<file path="src/rtl/row_matrix_scheduler.sv">
// Arbitrates two row requesters onto one shared row-by-matrix multiplier and tags results back to their owner.
// Optional stall counters are enabled by defining ROW_SCHED_STALL_CNT_EN.
module row_matrix_scheduler #(
    parameter int W       = 16,
    parameter int LATENCY = 4
) (
    input  logic            clk,
    input  logic            rst,
    input  logic            req0_v,
    input  logic [8*W-1:0]  req0_a,
    output logic            req0_ready,
    input  logic            req1_v,
    input  logic [8*W-1:0]  req1_a,
    output logic            req1_ready,
    output logic [8*W-1:0]  mm_a,
    input  logic [16*W-1:0] mm_out,
    input  logic            mm_out_v,
    output logic            resp_v,
    output logic            resp_id,
    output logic [16*W-1:0] resp_d,
    output logic            err
`ifdef ROW_SCHED_STALL_CNT_EN
    ,
    output logic [15:0]     stall0_cnt,
    output logic [15:0]     stall1_cnt
`endif
);

    localparam logic [0:0] ST_WARMUP = 1'b0;
    localparam logic [0:0] ST_RUN    = 1'b1;

    logic [0:0]     state;
    logic           last_grant;
    logic [LATENCY:0] tag_v;
    logic [LATENCY:0] tag_id;
    logic           accept;
    logic           grant_id;
    logic           drop;

    // Granting follows mm_out_v directly so the first valid multiplier cycle
    // already accepts a row, while the state register lags by one edge.
    always_comb begin
        req0_ready = 1'b0;
        req1_ready = 1'b0;
        if (mm_out_v) begin
            if (req0_v && req1_v) begin
                req0_ready = last_grant;
                req1_ready = ~last_grant;
            end else begin
                req0_ready = req0_v;
                req1_ready = req1_v;
            end
        end
    end

    assign accept   = req0_ready | req1_ready;
    assign grant_id = req1_ready;
    assign drop     = (state == ST_RUN) && !mm_out_v;

    always_ff @(posedge clk) begin
        if (rst) begin
            state      <= ST_WARMUP;
            last_grant <= 1'b1;
            mm_a       <= '0;
            tag_v      <= '0;
            tag_id     <= '0;
            err        <= 1'b0;
        end else begin
            state <= mm_out_v ? ST_RUN : ST_WARMUP;
            if (accept)
                last_grant <= grant_id;
            mm_a   <= accept ? (grant_id ? req1_a : req0_a) : '0;
            tag_v  <= drop ? '0 : {tag_v[LATENCY-1:0], accept};
            tag_id <= {tag_id[LATENCY-1:0], accept & grant_id};
            if (drop)
                err <= 1'b1;
        end
    end

    assign resp_v  = tag_v[LATENCY];
    assign resp_id = tag_id[LATENCY];
    assign resp_d  = mm_out;

`ifdef ROW_SCHED_STALL_CNT_EN
    always_ff @(posedge clk) begin
        if (rst) begin
            stall0_cnt <= '0;
            stall1_cnt <= '0;
        end else begin
            if (req0_v && !req0_ready && stall0_cnt != 16'hFFFF)
                stall0_cnt <= stall0_cnt + 16'd1;
            if (req1_v && !req1_ready && stall1_cnt != 16'hFFFF)
                stall1_cnt <= stall1_cnt + 16'd1;
        end
    end
`endif

endmodule

</file>
<file path="config.mk">
export PLATFORM = sky130hd
export DESIGN_NAME = row_matrix_scheduler
export DESIGN_NICKNAME = d
export VERILOG_FILES = /design/src/rtl/row_matrix_scheduler.sv
export SDC_FILE = /design/constraint.sdc
export NUM_CORES = 1
export LEC_CHECK = 0
export BUFFER_PORTS_ARGS = -buffer_cell sky130_fd_sc_hd__buf_2
export CELL_PAD_IN_SITES_DETAIL_PLACEMENT = 2
export CELL_PAD_IN_SITES_GLOBAL_PLACEMENT = 2
export CORE_AREA = 2 2 355 357
export CTS_BUF_LIST = sky130_fd_sc_hd__clkbuf_4 sky130_fd_sc_hd__clkbuf_8
export DETAILED_ROUTE_END_ITERATION = 10
export DIE_AREA = 0 0 357 359
export GPL_TIMING_DRIVEN = 1
export HOLD_SLACK_MARGIN = 0.1
export PLACE_DENSITY_LB_ADDON = 0.25
export SYNTH_ARGS = -nofsm -noshare
export SYNTH_HDL_FRONTEND = slang
export SYNTH_SLANG_ARGS = --single-unit
</file>
<file path="constraint.sdc">
create_clock -name clk -period 1.26 [get_ports clk]
set_input_delay 0.189 -clock clk [delete_from_list [all_inputs] [get_ports clk]]
set_output_delay 0.189 -clock clk [all_outputs]
set_load 0.005 [all_outputs]
</file>
### Word level (Yosys, flattened, before mapping)

Cells that the tools add are included.

* register bits: 141
* bits in latches: 0
* RAM bits: 0
* bits in read-only memories: 0
* bits of input ports: 517
* output and inout port bits: 389
* logic and storage cells: 21
* memories: 0

* add/sub/neg operators: 0
* $mul: 0
* divide/modulo/power cells: 0
* order comparisons: 0
* equal/unequal tests: 0
* shifts and indexed selects: 0
* mux-type cells: 6
* bitwise gates (word level): 4
* reduce and logical (&&, ||, !) cells: 5

Operators by type and width (number)
* 2-to-1 mux 128 bit: 1
* 2-to-1 mux 1 bit: 5
* OR reduction 2 bit: 2
* logical AND 1 bit: 2
* NOT 1 bit: 2
* bitwise AND 1 bit: 1
* zero test 1 bit: 1
* OR 1 bit: 1

### Depth between registers and ports, before layout

Gate-level depths: netlist of run 1.

* depth in word-level cells: 6
* gate-level depth with buffers: 5
* gate-level depth less buffers: 3

### Least setup slack after synthesis of run 1

Ideal clock, no wire load.

* path type: reg2reg
* start: register last_grant
* end: register mm_a[100]
* setup time: 0.119 ns
* arrival time: 0.997 ns
* data required time: 1.141 ns
* path slack: 0.144 ns
* cell stages (with the launch flop): 6
* buffers on the path: 2
* clock period less this slack: 1.116 ns
* path through: dfxtp_1 > and2_2 > buf_4 > buf_2 > o21ai_0 > a21oi_1

* longest elaborated chain between the ends: 6
* elaborated cells between the ends (all ways): 9
* those cells by class: 5 x mux; 3 x bitwise; 1 x reduce/logical

Ends and longest elaborated chain
* start: declaration: RTL line 33 `logic last_grant;`
* start signal: assignment: RTL line 71 `last_grant <= grant_id;`
* NOT 1 bit: RTL line 48 `req1_ready = ~last_grant;`
* 2-to-1 mux 1 bit: RTL line 46 `if (req0_v && req1_v) begin`
* 2-to-1 mux 1 bit: RTL line 45 `if (mm_out_v) begin`
* OR 1 bit: RTL line 56 `assign accept = req0_ready | req1_ready;`
* NOT 1 bit (no line)
* OR reduction 2 bit (no line)
* end signal: assignment: RTL line 72 `mm_a <= accept ? (grant_id ? req1_a : req0_a) : '0;`
* end: declaration: RTL line 15 `output logic [8*W-1:0] mm_a,`

Several ways; a longest one is shown, not always the timed one.
A chain may end at the register's enable or synchronous reset.

### Worst setup path in the final report of run 1

* start: register last_grant
* end: output req1_ready

* longest elaborated chain between the ends: 3

Ends and longest elaborated chain
* NOT 1 bit: RTL line 48
* 2-to-1 mux 1 bit: RTL line 46
* 2-to-1 mux 1 bit: RTL line 45
* end: declaration: RTL line 14 `output logic req1_ready,`

Every way passes these cells.

==> results.toml, run 1 <==
[cts]
cts_tree = "yes"
postCtsHoldBufs = 261
root_buffer = "clkbuf_8"
clock-sinks = 141
cts-buffers-inserted = 17
cts_max_level = 4
ctsLongestPathBuffers = 2
clk_latency_ns = 0.62
clk_pin_slew_ns = 0.09

[power_and_ir_drop]
swShare = 0.351
p_sw_mw = 4.30
finalPower_mw = 12.3
pwr-share-seq = 0.385
p_leak_nw = 5.67
p_int_mw = 7.97
combPwrFrac = 0.286
p_per_area_nw_per_um2 = 827
max-vdd-ir-drop_mv = 0.865
power_frac_clock = 0.329

[status]
violations = "setup timing"
outcome = "complete, but fails checks"

[global_routing]
antenna_found_initial = 8
track_usage = 0.0945
overflow = 0
grt_pass1_vias = 9236
grt_pass1_wl_microns = 81300
grt_max_degree = 45

[sta]
final-max-slew-violation-count = 0
rsz0062_at_grt = "yes"
finalSetupTns_ns = -29.39
fin_skew_ns = 0.0248
worstMarginPinSlew_ns = 0.493
slew_headroom = 0.671
hold_viol_final = 0
whs_ns = 0.0556
setup_viol = 135
min_period_ns = 1.67
fin_crit_sh = 1.32
fmax_ghz = 0.599
layout_setup_ws_ns = -0.409

[hold_path]
hold_path_class = "input pin to register"
worst_hold_path.num_cells = 3

[critical_path]
critical_path_required_ns = 1.07
startpoint_type = "register"
end_kind = "primary output"
cp_max_fo = 3
critPathKind = "register to primary output"
reg2regPathDepth = 9
arrival_ns = 1.48

[placed_design]
routabilityCongestion = 0.899
dp_hpwl_microns = 48000
pre_cts_ws_ns = -0.179
port_buffers = 393
place_inst = 2668
place_area_sq_um = 9820

[synth]
synth.top_cells.by_area = "dfxtp_1, buf_4, a21oi_1"
yosysWarnings = 0
synth_top_cells_by_count = "buf_4, dfxtp_1, a21oi_1"
ys_seq_area_frac = 0.392
synth_edf_count = 0
syn-num-nets = 1394
ys_ff_latch = 141
synth_area_per_cell_sq_um = 8.21
ys_types = 19
yosysTopAreaCell = "dfxtp_1"
synth.most_common_cell = "buf_4"
ys_async_sr_fraction = 0
synthesis.area_sq_um = 7200
synthCells = 877
ys.flop_type = "dfxtp_1"
synth_top_cell_area_share = 0.392

[routing]
drcViolationCount = 0
post_drt_wl_per_cell_microns = 21.3
routed_wl_microns = 63900
viasPerCell = 2.73
wl_met3_microns = 7730
vias = 8190
first_pass_iters = 4
postRouteAntennaNets = 0
drt-met1-wl_microns = 20100
top_layer = "met5"
drt-initial-drc-count = 229
met2_length_microns = 32800

[finish]
stdcell_count = 3001
drive_gt1_frac = 0.560
seq_area_sq_um = 2930
stdcell_area_sq_um = 14800
multi_input_area_sq_um = 2920
areaGrowthSynthToFinish_pct = 106
nets = 1843
fillers = 14700
post-route-util = 0.119

[floorplanning]
die-width_microns = 357
die_h_microns = 359
rows = 130
ios = 906
die_area_sq_um = 128000
initial_core_util = 0.0578
core_sq_um = 125000

[job]
max_cap_violations = 0
==> cell type report <==
cell class / count / area share
diodes: 12 / 0.00202
flip-flops and latches: 141 / 0.197
well taps: 1650 / 0.139
inverters: 2 / 0.000506
clock inverters: 15 / 0.00851
clock buffers: 17 / 0.0158
multi-input cells: 408 / 0.197
repair buffers: 756 / 0.440
==> path summary, 6_finish.rpt <==
kind | to | slack, ns | startpoint
worst max-delay path | req1_ready | -0.41 | last_grant
worst min-delay path | last_grant | 0.06 | mm_out_v
worst max register to register | mm_a[45] | -0.40 | last_grant
worst min register to register | tag_v[3] | 0.43 | tag_v[2]
==> state kept, by name (all words and copies together), names as in the netlist <==
| signal | flops |
|---|---|
| err | 1 |
| last_grant | 1 |
| mm_a | 128 |
| state | 1 |
| tag_id | 5 |
| tag_v | 5 |
==> critical path: stages (launching register included) <==
cell and delay [ns]:
dfxtp_2 0.34, and2_4 0.14, buf_12 0.12, buf_8 0.11
nor2_4 0.06, buf_2 0.11
==> power groups by stage <==
stage               sequential (mW)  combinational, mW  clock (mW)
finish                         4.73               3.51        4.04
global route                   4.75               3.80        4.60
CTS                            4.71               3.22        4.58
detailed placement             4.79               1.93           0
global placement               4.79               1.92           0
floorplan                      4.81               1.28           0
==> kinds of logic after synthesis <==
kind of cell	after synthesis	share of synthesized area
flip-flops	141	0.392
AO/OA/AOI/OAI	259	0.181
AND/OR/NAND/NOR	149	0.106
buffers and inverters	328	0.321
==> routing by layer <==
metal / GRT usage / vias to the layer above
li1: - / 3649
met1: 0.0808 / 3815
met2: 0.170 / 619
met3: 0.0581 / 99
met4: 0.0447 / 8
met5: 0.0162 / -
==> cell usage in the layout (no fill, tap or decap), types with 6 or more instances in the layout <==
cell	Yosys	routed
o21ai_4	0	42
diode_2	0	12
nand3_1	128	126
buf_2	37	323
o21ai_2	1	41
dlygate4sd3_1	0	260
buf_16	0	10
a21oi_1	129	81
buf_6	4	75
buf_12	0	33
a21oi_2	0	48
o21ai_1	0	6
dfxtp_2	0	80
buf_4	268	46
dfxtp_1	141	59
o21ai_0	128	40
clkbuf_8	0	17
==> repair_timing <==
action | 4_1_cts | 5_1_grt
gates cloned | 9 | 5
gates resized for setup | 300 | 181
buffers inserted | 15 | 7
setup endpoints to repair | 215 | 259
pin swaps | 63 | 27
endpoints found under the hold margin | 136 | 1
(Power assumes the default switching activity.)
==> run 2: changes to the inputs <==
--- a/config.mk
+++ b/config.mk
@@ -6,7 +6,7 @@
 export NUM_CORES = 1
 export LEC_CHECK = 0
 export BUFFER_PORTS_ARGS = -buffer_cell sky130_fd_sc_hd__buf_2
-export CELL_PAD_IN_SITES_DETAIL_PLACEMENT = 2
+export CELL_PAD_IN_SITES_DETAIL_PLACEMENT = 1
 export CELL_PAD_IN_SITES_GLOBAL_PLACEMENT = 2
 export CORE_AREA = 2 2 355 357
 export CTS_BUF_LIST = sky130_fd_sc_hd__clkbuf_4 sky130_fd_sc_hd__clkbuf_8
==> run 2 against run 1 <==
  * The run still ends with setup timing left
  * Sequential share of layout area shrank 0.64 points
  * Clock skew grew 0.0094 ns
  * Cell area grew 3.1%
  * Global-route usage shrank 0.17 points
  * Die area is the same
  * Power grew 3.2%
  * Critical path depth is the same
  * Sequential power is essentially flat
  * Utilization grew 0.37 points
  * Largest power group unchanged
==> results.toml, run 2 (synthesis gave the netlist of run 1 again) <==
[job]
max_cap_violations = 0

[cts]
clk_latency_ns = 0.62
cts_max_level = 4
ctsLongestPathBuffers = 2
clock-sinks = 141
clk_pin_slew_ns = 0.10
cts_tree = "yes"
root_buffer = "clkbuf_8"
cts-buffers-inserted = 17

[critical_path]
r2r_setup_slack_ns = -0.35
arrival_ns = 1.48
critPathKind = "register to primary output"
end_kind = "primary output"
cp_max_fo = 2
startpoint_type = "register"
critical_path_required_ns = 1.07

[finish]
nets = 1855
largest_reg_flops = 128
largest-register = "mm_a"
layout_commonest_cell = "buf_2"
stdcell_count = 3007
layout_common_cells = "buf_2, dlygate4sd3_1, nand3_1, a21oi_1, dfxtp_2"
fillers = 14700
reg_top3 = "mm_a x128, tag_id x5, tag_v x5"
areaGrowthSynthToFinish_pct = 112
drive_gt1_frac = 0.584

[sta]
worstMarginPinSlew_ns = 0.573
hold_viol_final = 0
rsz0062_at_grt = "yes"
slew_headroom = 0.618
fin_crit_sh = 1.33
fin_skew_ns = 0.0342
fmax_ghz = 0.598
whs_ns = 0.0674
final-max-slew-violation-count = 0
setup_viol = 137
finalSetupTns_ns = -26.99
min_period_ns = 1.67
layout_setup_ws_ns = -0.413

[status]
violations = "setup timing"
outcome = "complete, but fails checks"

[global_routing]
grt_max_degree = 45
grt_pass1_vias = 9004
track_usage = 0.0928
overflow = 0
use_met3 = 0.0613
busiest_layer = "met2"
grt_pass1_wl_microns = 79300
antenna_found_initial = 5
met2_usage = 0.170
grtUsageMet1 = 0.0756

[routing]
viasPerCell = 2.73
routed_wl_microns = 64000
vias = 8209
first_pass_iters = 4
drcViolationCount = 0
drt-initial-drc-count = 239
post_drt_wl_per_cell_microns = 21.3
postRouteAntennaNets = 0

[placed_design]
pre_cts_ws_ns = -0.200
dp_hpwl_microns = 47100
routabilityCongestion = 0.899
port_buffers = 393
place_inst = 2668

[floorplanning]
die-width_microns = 357
die_area_sq_um = 128000
initial_core_util = 0.0578
die_h_microns = 359
ios = 906
core_sq_um = 125000
rows = 130

[power_and_ir_drop]
max-vdd-ir-drop_mv = 0.850
p_leak_nw = 5.83
p_per_area_nw_per_um2 = 828

[hold_path]
hold_path_class = "input pin to register"
run 2: changes by cell type in the layout (fill, tap and decap cells not counted), moves of 4 or more:
| cell | previous run | this run |
|---|---|---|
| dfxtp_2 | 80 | 74 |
| buf_2 | 323 | 331 |
| buf_12 | 33 | 39 |
| buf_16 | 10 | 14 |
| nand3_1 | 126 | 110 |
| diode_2 | 12 | 6 |
| dfxtp_1 | 59 | 65 |
| o21ai_1 | 6 | 19 |
| o21ai_2 | 41 | 60 |
| o21ai_0 | 40 | 15 |
| buf_6 | 75 | 71 |
| nand3_4 | 0 | 14 |
| o21ai_4 | 42 | 35 |
run 2: final timing paths:
check / startpoint / endpoint / cells after the start
max: last_grant / req1_ready / 5
min: req0_v / last_grant / 3
max reg2reg: last_grant / mm_a[17] / 8
min reg2reg: tag_v[3] / tag_v[4] / 1
run 2: worst max-delay path: stages, from the launching register on:
cell	delay, ns
dfxtp_2	0.33
and2_4	0.16
buf_12	0.12
buf_6	0.10
nor2_1	0.07
buf_2	0.11
run 2: timing repair:
| item | in CTS | in global routing |
|---|---|---|
| setup buffers | 24 | 7 |
| cloned | 11 | 11 |
| pin swaps | 73 | 33 |
| gates resized for setup | 279 | 262 |
| hold buffers | 258 | 1 |
| endpoints found under the setup margin | 216 | 262 |
| hold endpoints to repair | 135 | 3 |
run 2: final cells by class:
cell class | instances | area [sq um] | share of cell area
Timing Repair Buffer | 768 | 6790 | 0.444
Multi-Input combinational cell | 408 | 3110 | 0.203
Sequential cell | 141 | 2920 | 0.191
Tap cell | 1650 | 2060 | 0.135
Clock buffer | 17 | 234 | 0.0153
Clock inverter | 15 | 156 | 0.0102
Antenna cell | 6 | 15.0 | 0.000981
Inverter | 2 | 7.51 | 0.000491
run 2: power by group:
part	leakage [nW]	internal, mW	switching [mW]
Sequential	1.18	4.65	0.0698
Combinational	4.46	2.05	1.72
Clock	0.187	1.62	2.56
Total	5.83	8.32	4.35
run 2: through the flow:
step | power [mW] | util | instance area, sq um
6_report | 12.7 | 0.123 | 15300
5_1_grt | 13.6 | 0.123 | 15300
4_1_cts | 12.7 | 0.112 | 14000
3_5_place_dp | 6.70 | 0.0788 | 9820
3_3_place_gp | 6.72 | 0.0788 | 9820
2_1_floorplan | 6.08 | - | 7200
run 2: per-layer routing:
metal | vias to the layer above | share of wire
met5 | - | 0.0035
met2 | 628 | 0.51
met1 | 3787 | 0.32
met4 | 6 | 0.042
li1 | 3687 | -
met3 | 101 | 0.13
